===== config.mk =====
export PLATFORM = sky130hd
export DESIGN_NAME = pipe_ctrl
export DESIGN_NICKNAME = d
export VERILOG_FILES = /design/src/rtl/pipe_pkg.sv /design/src/rtl/hazard_detect.sv /design/src/rtl/pipe_ctrl.sv
export SDC_FILE = /design/constraint.sdc
export NUM_CORES = 1
export LEC_CHECK = 0
export ABC_AREA = 1
export CORE_MARGIN = 1.5
export CORE_UTILIZATION = 41
export CTS_CLUSTER_SIZE = 8
export DETAILED_ROUTE_END_ITERATION = 7
export PLACE_DENSITY = 0.83
export SLEW_MARGIN = 5
export SYNTH_ARGS = -nofsm -noshare
export SYNTH_HDL_FRONTEND = slang
export SYNTH_SLANG_ARGS = --single-unit

===== constraint.sdc =====
create_clock -name clk -period 4.3 [get_ports clk]
set_input_delay 1.29 -clock clk [delete_from_list [all_inputs] [get_ports clk]]
set_output_delay 1.29 -clock clk [all_outputs]
set_load 0.02 [all_outputs]

===== src/rtl/pipe_pkg.sv =====
// Shared types and constants for the pipeline sequencing controller.
package pipe_pkg;

  localparam int unsigned REG_W      = 5;
  localparam int unsigned BOOT_CNT_W = 4;
  localparam int unsigned WAIT_CNT_W = 8;

  localparam logic [REG_W-1:0] REG_ZERO = 5'd0;

  typedef enum logic [1:0] {
    BOOT     = 2'd0,
    RUN      = 2'd1,
    MEM_WAIT = 2'd2,
    HALT     = 2'd3
  } state_e;

endpackage


===== src/rtl/hazard_detect.sv =====
// Load-use hazard comparator: flags an ID source that matches a pending load
// destination in EX. Register 0 never creates a hazard.
module hazard_detect
  import pipe_pkg::*;
(
  input  logic [REG_W-1:0] id_rs_i,
  input  logic [REG_W-1:0] id_rt_i,
  input  logic             id_uses_rt_i,
  input  logic             ex_memread_i,
  input  logic [REG_W-1:0] ex_rd_i,
  output logic             lu_hazard_o
);

  logic rs_match;
  logic rt_match;

  assign rs_match    = (ex_rd_i == id_rs_i);
  assign rt_match    = id_uses_rt_i && (ex_rd_i == id_rt_i);
  assign lu_hazard_o = ex_memread_i && (ex_rd_i != REG_ZERO) && (rs_match || rt_match);

endmodule


===== src/rtl/pipe_ctrl.sv =====
// Pipeline sequencing controller: boot flush, load-use stall, branch flush and
// memory wait states. Optional watchdog enabled by PIPE_CTRL_WATCHDOG_EN.
module pipe_ctrl
  import pipe_pkg::*;
#(
  parameter int unsigned INIT_CYCLES = 4,
  parameter int unsigned MEM_TIMEOUT = 16
) (
  input  logic             clk,
  input  logic             rst_n,
  input  logic [REG_W-1:0] id_rs,
  input  logic [REG_W-1:0] id_rt,
  input  logic             id_uses_rt,
  input  logic             ex_memread,
  input  logic [REG_W-1:0] ex_rd,
  input  logic             branch_taken,
  input  logic             mem_req,
  input  logic             mem_ready,
  output logic             pc_en,
  output logic             ifid_en,
  output logic             ifid_init,
  output logic             idex_en,
  output logic             idex_init,
  output logic             exmem_en,
  output logic             exmem_init,
  output logic             memwb_init,
  output logic [1:0]       state_o,
  output logic             mem_err
);

  localparam logic [BOOT_CNT_W-1:0] BOOT_LAST = BOOT_CNT_W'(INIT_CYCLES - 1);

  state_e                state_q, state_d;
  logic [BOOT_CNT_W-1:0] boot_cnt_q, boot_cnt_d;
  logic                  lu_hazard;
  logic                  freeze_c;

`ifdef PIPE_CTRL_WATCHDOG_EN
  localparam logic [WAIT_CNT_W-1:0] TIMEOUT_LAST = WAIT_CNT_W'(MEM_TIMEOUT - 1);

  logic [WAIT_CNT_W-1:0] wait_cnt_q, wait_cnt_d;
  logic                  mem_err_q, mem_err_d;

  always_ff @(posedge clk or negedge rst_n) begin
    if (!rst_n) begin
      wait_cnt_q <= '0;
      mem_err_q  <= 1'b0;
    end else begin
      wait_cnt_q <= wait_cnt_d;
      mem_err_q  <= mem_err_d;
    end
  end

  assign mem_err = mem_err_q;
`else
  logic [WAIT_CNT_W-1:0] unused_timeout;

  assign unused_timeout = WAIT_CNT_W'(MEM_TIMEOUT);
  assign mem_err        = 1'b0;
`endif

  hazard_detect u_hazard_detect (
    .id_rs_i      (id_rs),
    .id_rt_i      (id_rt),
    .id_uses_rt_i (id_uses_rt),
    .ex_memread_i (ex_memread),
    .ex_rd_i      (ex_rd),
    .lu_hazard_o  (lu_hazard)
  );

  always_ff @(posedge clk or negedge rst_n) begin
    if (!rst_n) begin
      state_q    <= BOOT;
      boot_cnt_q <= '0;
    end else begin
      state_q    <= state_d;
      boot_cnt_q <= boot_cnt_d;
    end
  end

  assign state_o  = state_q;
  assign freeze_c = ((state_q == RUN) || (state_q == MEM_WAIT)) && mem_req && !mem_ready;

  // Next state plus stage controls; priority is freeze > branch > load-use.
  always_comb begin
    state_d    = state_q;
    boot_cnt_d = boot_cnt_q;
`ifdef PIPE_CTRL_WATCHDOG_EN
    wait_cnt_d = wait_cnt_q;
    mem_err_d  = mem_err_q;
`endif
    pc_en      = 1'b1;
    ifid_en    = 1'b1;
    ifid_init  = 1'b0;
    idex_en    = 1'b1;
    idex_init  = 1'b0;
    exmem_en   = 1'b1;
    exmem_init = 1'b0;
    memwb_init = 1'b0;

    case (state_q)
      BOOT: begin
        boot_cnt_d = boot_cnt_q + 4'd1;
        if (boot_cnt_q == BOOT_LAST) begin
          boot_cnt_d = '0;
          state_d    = RUN;
        end
      end
      RUN: begin
        if (mem_req && !mem_ready) begin
          state_d = MEM_WAIT;
`ifdef PIPE_CTRL_WATCHDOG_EN
          wait_cnt_d = '0;
`endif
        end
      end
      MEM_WAIT: begin
        if (mem_ready) begin
          state_d = RUN;
        end else begin
`ifdef PIPE_CTRL_WATCHDOG_EN
          if (wait_cnt_q == TIMEOUT_LAST) begin
            state_d   = HALT;
            mem_err_d = 1'b1;
          end else begin
            wait_cnt_d = wait_cnt_q + 8'd1;
          end
`endif
        end
      end
      default: begin
        state_d = state_q;
      end
    endcase

    if ((state_q == BOOT) || (state_q == HALT)) begin
      pc_en      = 1'b0;
      ifid_en    = 1'b0;
      ifid_init  = 1'b1;
      idex_en    = 1'b0;
      idex_init  = 1'b1;
      exmem_en   = 1'b0;
      exmem_init = 1'b1;
      memwb_init = 1'b1;
    end else if (freeze_c) begin
      pc_en      = 1'b0;
      ifid_en    = 1'b0;
      idex_en    = 1'b0;
      exmem_en   = 1'b0;
      memwb_init = 1'b1;
    end else if (branch_taken) begin
      // ID content is flushed anyway, so a coincident load-use needs no stall.
      ifid_init = 1'b1;
      idex_init = 1'b1;
    end else if (lu_hazard) begin
      pc_en     = 1'b0;
      ifid_en   = 1'b0;
      idex_init = 1'b1;
    end
  end

endmodule


### Word level (Yosys, flattened, before mapping)

Index checks and enable logic that the tools add are counted.

| storage, ports and cells | value |
|---|---|
| bits in registers | 6 |
| latch bits | 0 |
| bits in writable memories | 0 |
| bits in read-only memories | 0 |
| input port bits | 22 |
| output and inout bits | 11 |
| word-level logic and storage cells | 47 |
| memories | 0 |

| cells by class | value |
|---|---|
| add/sub/neg operators | 1 |
| $mul | 0 |
| div/mod/pow operators | 0 |
| $lt $le $gt $ge | 0 |
| eq/ne operators | 9 |
| shifts and indexed selects | 0 |
| muxes and demuxes | 21 |
| bitwise logic cells | 0 |
| reduce and logical (&&, ||, !) cells | 14 |

Operator list:

| operator | number |
|---|---|
| $mux 1 | 16 |
| $eq 5x5->1 | 2 |
| $logic_and 1x1->1 | 6 |
| $mux 2 | 3 |
| $pmux 2 s3 | 1 |
| $reduce_bool 5->1 | 1 |
| $add 4x1->4 const B | 1 |
| $eq 2x2->1 const B | 2 |
| $eq 4x2->1 const B | 1 |
| $mux 4 | 1 |
| $ne 2x2->1 const B | 2 |
| $reduce_and 4->1 | 1 |
| $logic_or 1x1->1 | 3 |
| $reduce_bool 3->1 | 1 |
| $eq 2x1->1 const B | 1 |
| $logic_not 2->1 | 1 |
| $ne 2x1->1 const B | 1 |
| $logic_not 1->1 | 1 |

### Longest topological paths before layout

Gate-level depths: netlist of the first run.

| logic depth | value |
|---|---|
| depth in word-level cells | 8 |
| gate-level depth with buffers | 10 |
| mapped depth without buffers | 9 |

### By module

Synthesis of the first run repeated with hierarchy kept, for this count alone.

| unflattened totals | value |
|---|---|
| cells, all modules | 105 |
| area total of the unflattened synthesis | 640.6 um^2 |

Modules (own cells, without submodules):

| module | times used | cells an instance | area an instance (um^2) | sequential area each (um^2) |
|---|---|---|---|---|
| pipe_ctrl | 1 | 53 | 434.2 | 150.1 |
| hazard_detect | 1 | 52 | 206.4 | 0.0 |

### Worst setup path after synthesis of the first run

Ideal clock, no wire load.

| path | value |
|---|---|
| path type | input to output |
| start point | in mem_ready |
| end point | out pc_en |
| arrival time | 2120 ps |
| required time | 3010 ps |
| setup slack | 890 ps |
| stages on the path | 7 |
| path buffers | 1 |
| path through | inv_2 > nand2_1 > inv_2 > nor2_2 > nand2_1 > inv_1 > buf_4 |

| on the way | value |
|---|---|
| word-level cells in the longest chain between the ends | 4 |

Ends and longest elaborated chain:

| element | RTL line | text |
|---|---|---|
| start, declared | pipe_ctrl.sv:18 | `input logic mem_ready,` |
| $logic_not 1->1 | pipe_ctrl.sv:82 | `assign freeze_c = ((state_q == RUN) \|\| (state_q == MEM_WAIT)) && mem_req && !mem_ready;` |
| $logic_and 1x1->1 | pipe_ctrl.sv:82 |  |
| $mux 1 (2 in series) | -- |  |
| end, declared | pipe_ctrl.sv:19 | `output logic pc_en,` |

No other way between the ends.

### Worst setup path in the final report of the first run

| path | value |
|---|---|
| start point | in mem_ready |
| end point | out idex_en |

| on the way | value |
|---|---|
| word-level cells in the longest chain between the ends | 4 |

Ends and longest elaborated chain:

| element | RTL line | text |
|---|---|---|
| $logic_not 1->1 | pipe_ctrl.sv:82 |  |
| $logic_and 1x1->1 | pipe_ctrl.sv:82 |  |
| $mux 1 | pipe_ctrl.sv:145 | `end else if (freeze_c) begin` |
| $mux 1 | pipe_ctrl.sv:136 | `if ((state_q == BOOT) \|\| (state_q == HALT)) begin` |
| end, declared | pipe_ctrl.sv:22 | `output logic idex_en,` |

No other way between the ends.

==> results of run 1 <==
## state kept, by name (all words and copies together) (netlist names)
name,count
boot_cnt_q,4
state_o,2
## stage by stage
stage               utilization [%]  power (mW)  area, um^2  worst slack (ns)  std cells
floorplan                         -       0.370         629             0.890        103
global placement               68.5       0.520         936            0.0371        146
detailed placement             68.5       0.531         936            0.0242        146
CTS                            70.1       0.584         958            0.0218        149
global route                   70.7       0.632         966             0.138        149
finish                         70.7       0.573         966             0.259        149
## routing by layer
layer	global-route usage [%]	up-vias	part of all wire, %
met1	23.2	286	49
li1	-	366	-
met3	6.47	0	5.8
met4	3.75	0	0
met5	0	-	0
met2	29.5	21	45
## power breakdown
part	internal, mW	switching, mW	total [mW]
combinational	0.189	0.220	0.409
sequential	0.0869	0.0262	0.113
clock	0.0315	0.0195	0.0510
total	0.308	0.265	0.573
## final timing paths
| kind | slack, ns | from | endpoint | depth (start not counted) |
|---|---|---|---|---|
| worst max-delay path | 0.26 | mem_ready | idex_en | 6 |
| worst min register to register | 0.50 | boot_cnt_q[0] | boot_cnt_q[0] | 1 |
| max in group asynchronous | 2.80 | rst_n | state_o[0] | 1 |
| min in group asynchronous | 1.29 | rst_n | boot_cnt_q[2] | 1 |
| worst max register to register | 3.00 | state_o[0] | state_o[1] | 6 |
| worst min-delay path | 0.50 | boot_cnt_q[0] | boot_cnt_q[0] | 1 |
## worst max-delay path, delay by kind of cell
| family | cells | cell delay (ns) |
|---|---|---|
| and+or+nand+nor | 2 | 0.25 |
| buffers and inverters | 4 | 1.20 |
## timing repair
item                       4_1_cts  5_1_grt
setup endpoints to repair        0        3
hold buffers                     0        0
buffers inserted                 0        0
gates resized for setup          0        3
## layout by cell type (no fill, tap or decap)
cell type and n:
a21oi_1 4, clkbuf_4 3, clkdlybuf4s50_1 28, conb_1 1, dfrtp_1 6, dlymetal6s2s_1 3
ha_1 5, inv_1 17, inv_2 9, mux2_1 1, nand2_1 36, nand3_1 5
nand4_1 2, nor2_1 2, nor2_2 5, o211ai_2 1, o21ai_0 1, o21ai_1 3
xnor2_1 1, xor2_1 1
## cell families after synthesis
logic type               after synthesis  share of synthesized area [%]
buffers and inverters                 29                           19.1
AND/OR/NAND/NOR                       50                           33.6
flip-flops                             6                           23.9
XOR/XNOR                               2                           2.78
AO/OA/AOI/OAI                          9                           8.35
adder cells (fa/ha/maj)                5                           9.94
other                                  1                          0.596
multiplexers                           1                           1.79
## final cells by class
| class | instances | area, um^2 | area share, % |
|---|---|---|---|
| Multi-Input combinational cell | 68 | 359 | 37.2 |
| Timing Repair Buffer | 31 | 318 | 32.9 |
| Sequential cell | 6 | 150 | 15.5 |
| Inverter | 26 | 97.6 | 10.1 |
| Clock buffer | 3 | 22.5 | 2.33 |
| Tap cell | 15 | 18.8 | 1.94 |
==> impl_metrics.py, run 1 <==
metrics = {
    "outcome": {
        "status": "finished clean",
    },
    "clock_network": {
        "cts_buffer_depth": 2,
        "clk_pin_slew_worst_paths_ns": 0.04,
        "tritoncts": "done",
        "cts.htree.levels": 1,
        "cts_buffers": 3,
        "clock_sinks": 6,
        "clock_latency_ns": 0.24,
        "cts-root-buf": "clkbuf_4",
    },
    "logic_synthesis": {
        "yosysUniqueCellTypes": 18,
        "synth.most_common_cell": "nand2_1",
        "syn_area_per_cell_um2": 6.11,
        "yosys-top-cells-count": "nand2_1, inv_1, inv_2",
        "seq_area_frac_synth_pct": 23.9,
        "synthesis.nets": 130,
        "ys_warn_count": 0,
        "synthTopCellsByArea": "dfrtp_1, nand2_1, inv_1, ha_1, inv_2",
        "async_reset_ff_share_pct": 100,
        "synth_top_area_share_pct": 23.9,
        "yosysTopAreaCell": "dfrtp_1",
        "synth_edf_count": 0,
        "syn_area_um2": 629,
        "ys.flop_type": "dfrtp_1",
        "syn-instance-count": 103,
        "ys_ff_latch": 6,
    },
    "sta": {
        "period_share_pct": 94.0,
        "setup_violations": 0,
        "fmax_mhz": 247,
        "finalMaxSlewViolations": 0,
        "finalClockSkew_ns": 0.000474,
        "finalSetupTns_ns": 0,
        "hold_violations": 0,
        "fin_crit_ns": 4.04,
        "rsz0062_at_grt": "no",
        "hold_slack_ns": 0.499,
    },
    "routing": {
        "ant_nets": 0,
        "viasPerCell": 4.52,
        "vias": 673,
        "drtPass1Iterations": 4,
        "routed_wirelength_um": 1360,
        "dr.first_iter.drc_count": 16,
        "drt-wirelength-per-cell_um": 9.12,
        "drc": 0,
    },
    "critical_path": {
        "max_stage_delay_ns": 0.63,
        "arrival_ns": 2.75,
        "worst_setup_path_end_kind": "output pin",
        "setup.worst_path.class": "in2out",
        "crit_required_ns": 3.01,
        "worstSetupStartpointType": "input port",
        "critical-path-slowest-cell": "clkdlybuf4s50_1",
        "path_cells": "clkdlybuf4s50_1 -> inv_2 -> nand2_1 -> inv_2 -> nor2_2 -> clkdlybuf4s50_1",
        "worst-path-max-fanout": 4,
    },
    "flow_run": {
        "maxCapViolations": 0,
    },
    "floorplanning": {
        "die_w_um": 42.2,
        "num_rows": 13,
        "io_pins": 33,
        "initial_core_util_pct": 46.1,
        "die_area_um2": 1780,
        "fp.coreArea_um2": 1370,
        "dieHeight_um": 42.2,
    },
    "global_routing": {
        "track_usage_pct": 18.2,
        "grt_start_max_net_pins": 7,
        "grt_pass1_vias": 619,
        "grt_pass1_wl_um": 2520,
        "antenna_found_initial": 0,
        "overflow": 0,
    },
    "cells_and_area": {
        "nNetsFinal": 163,
        "syn2layout_area_growth_pct": 53.5,
        "layout-drive-gt1-share_pct": 13.4,
        "n_fill_cell": 131,
        "antenna_cells": 0,
    },
    "placement": {
        "dp_hpwl_um": 1190,
        "globalplace.congestion": 0.815,
        "io_buffers": 31,
    },
    "power": {
        "p_leak_nw": 0.544,
        "power_density_nw_per_um2": 593,
        "vdd_ir_drop_max_mv": 0.459,
    },
    "min_path": {
        "hp-class": "reg2reg",
    },
}
Note: power is estimated with default switching activity, not from simulation.
==> run 2: changes to the inputs <==
--- a/config.mk
+++ b/config.mk
@@ -6,6 +6,7 @@
 export NUM_CORES = 1
 export LEC_CHECK = 0
 export ABC_AREA = 1
+export CAP_MARGIN = 10
 export CORE_MARGIN = 1.5
 export CORE_UTILIZATION = 41
 export CTS_CLUSTER_SIZE = 8
==> constraint.sdc (replaced) <==
create_clock -name clk -period 4.3 [get_ports clk]
set_input_delay 0.645 -clock clk [delete_from_list [all_inputs] [get_ports clk]]
set_output_delay 0.645 -clock clk [all_outputs]
set_load 0.02 [all_outputs]
==> run 2 against run 1 <==
Combinational power up 2%; clock-buffer cell count is the same; core utilization fell by 0.55 points; die area did not move; wire length up 3.2%; sequential power barely moved; critical path type unchanged; critical endpoint is now ifid_en; largest cell class unchanged.
==> impl_metrics.py, run 2 (same netlist as run 1, synthesis figures left out) <==
metrics = {
    "outcome": {
        "status": "finished clean",
    },
    "floorplanning": {
        "initial_core_util_pct": 46.1,
        "io_pins": 33,
        "num_rows": 13,
        "dieHeight_um": 42.2,
        "die_w_um": 42.2,
        "die_area_um2": 1780,
        "fp.coreArea_um2": 1370,
    },
    "power": {
        "power_density_nw_per_um2": 606,
        "vdd_ir_drop_max_mv": 0.464,
        "switchingPower_mw": 0.269,
        "power.internal_mw": 0.312,
        "p_leak_nw": 0.516,
        "p_sw_share_pct": 46.3,
        "p_clk_share_pct": 8.9,
        "p_seq_share_pct": 19.3,
        "combPwrFrac_pct": 71.8,
    },
    "routing": {
        "ant_nets": 0,
        "drtPass1Iterations": 4,
        "wl_met3_um": 83,
        "drc": 0,
        "viasPerCell": 4.63,
        "routed_wirelength_um": 1400,
        "dr.first_iter.drc_count": 14,
        "vias": 690,
        "topRoutingLayerUsed": "met3",
        "wl_met1_um": 663,
        "wl_met2_um": 654,
        "drt-wirelength-per-cell_um": 9.41,
    },
    "critical_path": {
        "setup.worst_path.start": "ex_rd[2]",
        "r2r_start": "state_o[0]",
        "ff2ff_path_depth": 6,
        "critical-path-slowest-cell": "clkdlybuf4s50_1",
        "crit_family": "buffers and inverters",
        "critPathBufInv": 5,
        "path_cells": "clkdlybuf4s50_1 -> inv_2 -> nand4_1 -> o21ai_0 -> inv_1 -> nand3_1 -> nand2_1 -> inv_1 -> clkdlybuf4s50_1",
        "cp.depth": 9,
        "worst_setup_path_end_kind": "output pin",
        "worstSetupStartpointType": "input port",
        "setup.worst_path.class": "in2out",
        "r2r_slack_ns": 3.01,
        "crit_required_ns": 3.65,
        "max_stage_delay_ns": 0.59,
        "worst-path-max-fanout": 3,
        "crit_end": "ifid_en",
        "timing.rr.end": "state_o[1]",
        "arrival_ns": 2.34,
    },
    "cells_and_area": {
        "antenna_cells": 0,
        "top_register": "boot_cnt_q",
        "layout-drive-gt1-share_pct": 13.4,
        "nNetsFinal": 163,
        "n_fill_cell": 126,
        "layout_common_cells": "nand2_1, clkdlybuf4s50_1, inv_1",
        "seqCellArea_um2": 150,
        "instances_no_fill": 149,
        "syn2layout_area_growth_pct": 52.3,
        "mostFrequentLayoutCell": "nand2_1",
        "largest_register_ff_count": 4,
        "multi_input_area_um2": 359,
    },
    "clock_network": {
        "cts.htree.levels": 1,
        "postCtsHoldBufs": 0,
        "clk_pin_slew_worst_paths_ns": 0.04,
        "tritoncts": "done",
        "cts_buffer_depth": 2,
        "ctsResizeCount": 0,
        "clock_latency_ns": 0.25,
        "clock_sinks": 6,
        "cts_buffers": 3,
        "postCtsSetupRepairBufs": 0,
        "cts-root-buf": "clkbuf_4",
    },
    "global_routing": {
        "grt_pass1_vias": 651,
        "grt_start_max_net_pins": 7,
        "antenna_found_initial": 0,
        "track_usage_pct": 19.8,
        "overflow": 0,
        "grt_pass1_wl_um": 2720,
    },
    "sta": {
        "fin_crit_ns": 2.99,
        "fmax_mhz": 335,
        "finalMaxSlewViolations": 0,
        "setup_violations": 0,
        "finalSetupTns_ns": 0,
        "period_share_pct": 69.5,
        "finalClockSkew_ns": 0.00218,
        "hold_violations": 0,
        "hold_slack_ns": 0.503,
        "rsz0062_at_grt": "no",
    },
    "placement": {
        "io_buffers": 31,
        "place_inst": 146,
        "globalplace.congestion": 0.815,
        "dp_hpwl_um": 1230,
    },
    "min_path": {
        "hp-class": "reg2reg",
    },
    "flow_run": {
        "maxCapViolations": 0,
    },
}
run 2: changes by cell type in the layout (fill, tap and decap cells not counted), sizes merged:
cell	previous run	this run
dlymetal6s2s	3	0
clkdlybuf4s50	28	31
run 2: metrics by stage:
step	util, %	area (um^2)	power (mW)	setup WS (ns)
after floorplan	-	629	0.370	2.00
after global placement	68.5	936	0.520	1.33
after detailed placement	68.5	936	0.533	1.31
after CTS	70.1	958	0.587	1.31
after global routing	70.1	958	0.640	1.14
final	70.1	958	0.581	1.31
run 2: worst register-to-register path, stage by stage (launching register included):
cell and delay, ns:
dfrtp_1 0.41, inv_1 0.09, ha_1 0.27, nand2_1 0.14, o211ai_2 0.12, nand2_1 0.08
o21ai_1 0.06
run 2: worst min path at each step:
stage / startpoint / to / slack (ns) / cells past startpoint
2_1_floorplan: rst_n / boot_cnt_q[0] / 0.35 / 0
3_3_place_gp: boot_cnt_q[0] / boot_cnt_q[0] / 0.49 / 1
3_5_place_dp: boot_cnt_q[0] / boot_cnt_q[0] / 0.50 / 1
4_1_cts: boot_cnt_q[0] / boot_cnt_q[0] / 0.50 / 1
5_1_grt: boot_cnt_q[0] / boot_cnt_q[0] / 0.53 / 1
6_report: boot_cnt_q[0] / boot_cnt_q[0] / 0.50 / 1
run 2: cell type report:
cell class	instances	share of cell area [%]
clock buffers	3	2.35
flip-flops and latches	6	15.7
multi-input cells	68	37.5
inverters	26	10.2
well taps	15	1.96
repair buffers	31	32.4
run 2: layer usage:
| layer | vias up | global-route usage [%] |
|---|---|---|
| met5 | - | 0 |
| met4 | 0 | 4.38 |
| met3 | 0 | 7.76 |
| met2 | 23 | 31.1 |
| met1 | 298 | 25.5 |
| li1 | 369 | - |
run 2: power groups by stage:
stage	clock network (mW)	logic (mW)	registers, mW
finish	0.0517	0.417	0.112
CTS	0.0539	0.420	0.113
global placement	0	0.407	0.113
floorplan	0	0.251	0.119
global route	0.0592	0.463	0.118
detailed placement	0	0.419	0.114
==> run 3: changes to the inputs <==
--- a/config.mk
+++ b/config.mk
@@ -8,10 +8,10 @@
 export ABC_AREA = 1
 export CAP_MARGIN = 10
 export CORE_MARGIN = 1.5
-export CORE_UTILIZATION = 41
+export CORE_UTILIZATION = 34
 export CTS_CLUSTER_SIZE = 8
 export DETAILED_ROUTE_END_ITERATION = 7
-export PLACE_DENSITY = 0.83
+export PLACE_DENSITY = 0.74
 export SLEW_MARGIN = 5
 export SYNTH_ARGS = -nofsm -noshare
 export SYNTH_HDL_FRONTEND = slang
==> constraint.sdc (replaced) <==
create_clock -name clk -period 2.41 [get_ports clk]
set_input_delay 0.3615 -clock clk [delete_from_list [all_inputs] [get_ports clk]]
set_output_delay 0.3615 -clock clk [all_outputs]
set_load 0.02 [all_outputs]
==> run 3 against run 2 <==
Global-route usage is 5.0 points lower; final area is 1.7% higher; register-to-register slack worse by 1.9 ns; worst hold slack worse by 0.14 ns; final cell count is 6.7% higher; total power is 76% higher; critical path type is now reg2out; largest power group unchanged.
==> impl_metrics.py, run 3 (same netlist as run 1, synthesis figures left out) <==
metrics = {
    "power": {
        "power_density_nw_per_um2": 1050,
        "switchingPower_mw": 0.479,
        "vdd_ir_drop_max_mv": 0.751,
        "total_power_mw": 1.02,
        "p_leak_nw": 0.539,
        "combPwrFrac_pct": 71.1,
        "p_clk_share_pct": 9.2,
        "p_sw_share_pct": 46.8,
        "power.internal_mw": 0.545,
        "p_seq_share_pct": 19.7,
    },
    "routing": {
        "drt-wirelength-per-cell_um": 8.87,
        "drtPass1Iterations": 4,
        "vias": 683,
        "dr.first_iter.drc_count": 18,
        "ant_nets": 0,
        "routed_wirelength_um": 1410,
        "drc": 0,
        "viasPerCell": 4.30,
    },
    "placement": {
        "place_inst": 156,
        "post-place-ws_ns": -0.00376,
        "globalplace.congestion": 0.798,
        "dp_hpwl_um": 1250,
        "io_buffers": 31,
    },
    "clock_network": {
        "cts.htree.levels": 1,
        "cts-root-buf": "clkbuf_4",
        "clock_sinks": 6,
        "clock_latency_ns": 0.25,
        "clk_pin_slew_worst_paths_ns": 0.05,
        "cts_buffers": 3,
        "tritoncts": "done",
        "postCtsSetupRepairBufs": 0,
        "cts_buffer_depth": 2,
    },
    "critical_path": {
        "critPathBufInv": 3,
        "r2r_start": "state_o[0]",
        "crit_end": "idex_en",
        "arrival_ns": 1.89,
        "setup.worst_path.class": "reg2out",
        "max_stage_delay_ns": 0.63,
        "worstSetupStartpointType": "register",
        "r2r_slack_ns": 1.13,
        "critical-path-slowest-cell": "clkdlybuf4s50_1",
        "path_cells": "inv_1 -> ha_1 -> inv_2 -> nor2_2 -> clkdlybuf4s50_1",
        "cp.depth": 5,
        "timing.rr.end": "state_o[0]",
        "worst-path-max-fanout": 5,
        "setup.worst_path.start": "state_o[0]",
        "crit_required_ns": 2.05,
        "ff2ff_path_depth": 6,
        "crit_family": "buffers and inverters",
        "worst_setup_path_end_kind": "output pin",
    },
    "floorplanning": {
        "io_pins": 33,
        "initial_core_util_pct": 36.4,
        "num_rows": 15,
        "fp.coreArea_um2": 1730,
        "die_w_um": 46.0,
        "dieHeight_um": 46.0,
        "die_area_um2": 2120,
    },
    "sta": {
        "finalMaxSlewViolations": 0,
        "setup_violations": 0,
        "fin_crit_ns": 2.25,
        "hold_violations": 0,
        "setup_slack_ns": 0.161,
        "rsz0062_at_grt": "no",
        "fmax_mhz": 445,
        "finalClockSkew_ns": 0.00607,
        "finalSetupTns_ns": 0,
        "period_share_pct": 93.3,
    },
    "cells_and_area": {
        "antenna_cells": 0,
        "largest_register_ff_count": 4,
        "layout-drive-gt1-share_pct": 13.4,
        "nNetsFinal": 163,
        "layout_common_cells": "nand2_1, clkdlybuf4s50_1, inv_1",
        "instances_no_fill": 159,
        "multi_input_area_um2": 359,
        "top_register": "boot_cnt_q",
        "syn2layout_area_growth_pct": 54.9,
        "seqCellArea_um2": 150,
        "mostFrequentLayoutCell": "nand2_1",
        "n_fill_cell": 175,
    },
    "global_routing": {
        "grt_start_max_net_pins": 7,
        "grt_pass1_wl_um": 2340,
        "gr-usage-met1_pct": 19.6,
        "track_usage_pct": 14.8,
        "overflow": 0,
        "grtUsageMet2_pct": 24.7,
        "grt_busiest_layer": "met2",
        "met3_usage_pct": 3.97,
        "antenna_found_initial": 0,
        "grt_pass1_vias": 583,
    },
    "min_path": {
        "hp-class": "in2async",
    },
    "outcome": {
        "status": "finished clean",
    },
    "flow_run": {
        "maxCapViolations": 0,
    },
}
[run 3: cell count changes in the layout (fill, tap and decap cells not counted)]
cell	change
dlymetal6s2s_1	+2
dlygate4sd2_1	+1
clkdlybuf4s50_1	-3
[run 3: final cells by class]
type	instances	share of cell area, %
Inverter	26	10.0
Timing Repair Buffer	31	32.2
Multi-Input combinational cell	68	36.8
Sequential cell	6	15.4
Tap cell	25	3.21
Clock buffer	3	2.31
[run 3: stage by stage]
step	hold slack [ns]	area (um^2)	util, %
3_3_place_gp	0.485	948	54.9
4_1_cts	0.366	970	56.2
3_5_place_dp	0.493	948	54.9
5_1_grt	0.373	975	56.4
6_report	0.364	975	56.4
2_1_floorplan	0.0659	629	-
[run 3: routing by layer]
metal / wire [um] / vias up / part of all wire, %
li1: - / 368 / -
met1: 666 / 291 / 47
met2: 648 / 24 / 46
met3: 94 / 0 / 6.7
met4: 0 / 0 / 0
met5: 0 / - / 0
[run 3: repair_timing]
item / in CTS / in global routing
pin swaps: 0 / 0
hold buffers: 0 / 0
gates resized for setup: 1 / 2
setup endpoints to repair: 1 / 2
gates cloned: 0 / 0
[run 3: worst min path at each step]
| stage | to | slack (ns) | cells after the start |
|---|---|---|---|
| finish | boot_cnt_q[3] | 0.36 | 1 |
| global route | state_o[0] | 0.37 | 1 |
| CTS | boot_cnt_q[3] | 0.37 | 1 |
| detailed placement | boot_cnt_q[0] | 0.49 | 1 |
| global placement | boot_cnt_q[0] | 0.49 | 1 |
| floorplan | boot_cnt_q[0] | 0.07 | 0 |
[run 3: power by group through the flow]
stage               registers [mW]  clock network (mW)  logic (mW)
global route                 0.211               0.105       0.805
detailed placement           0.204                   0       0.745
finish                       0.202              0.0937       0.728
floorplan                    0.213                   0       0.447
global placement             0.200                   0       0.724
CTS                          0.203              0.0955       0.740
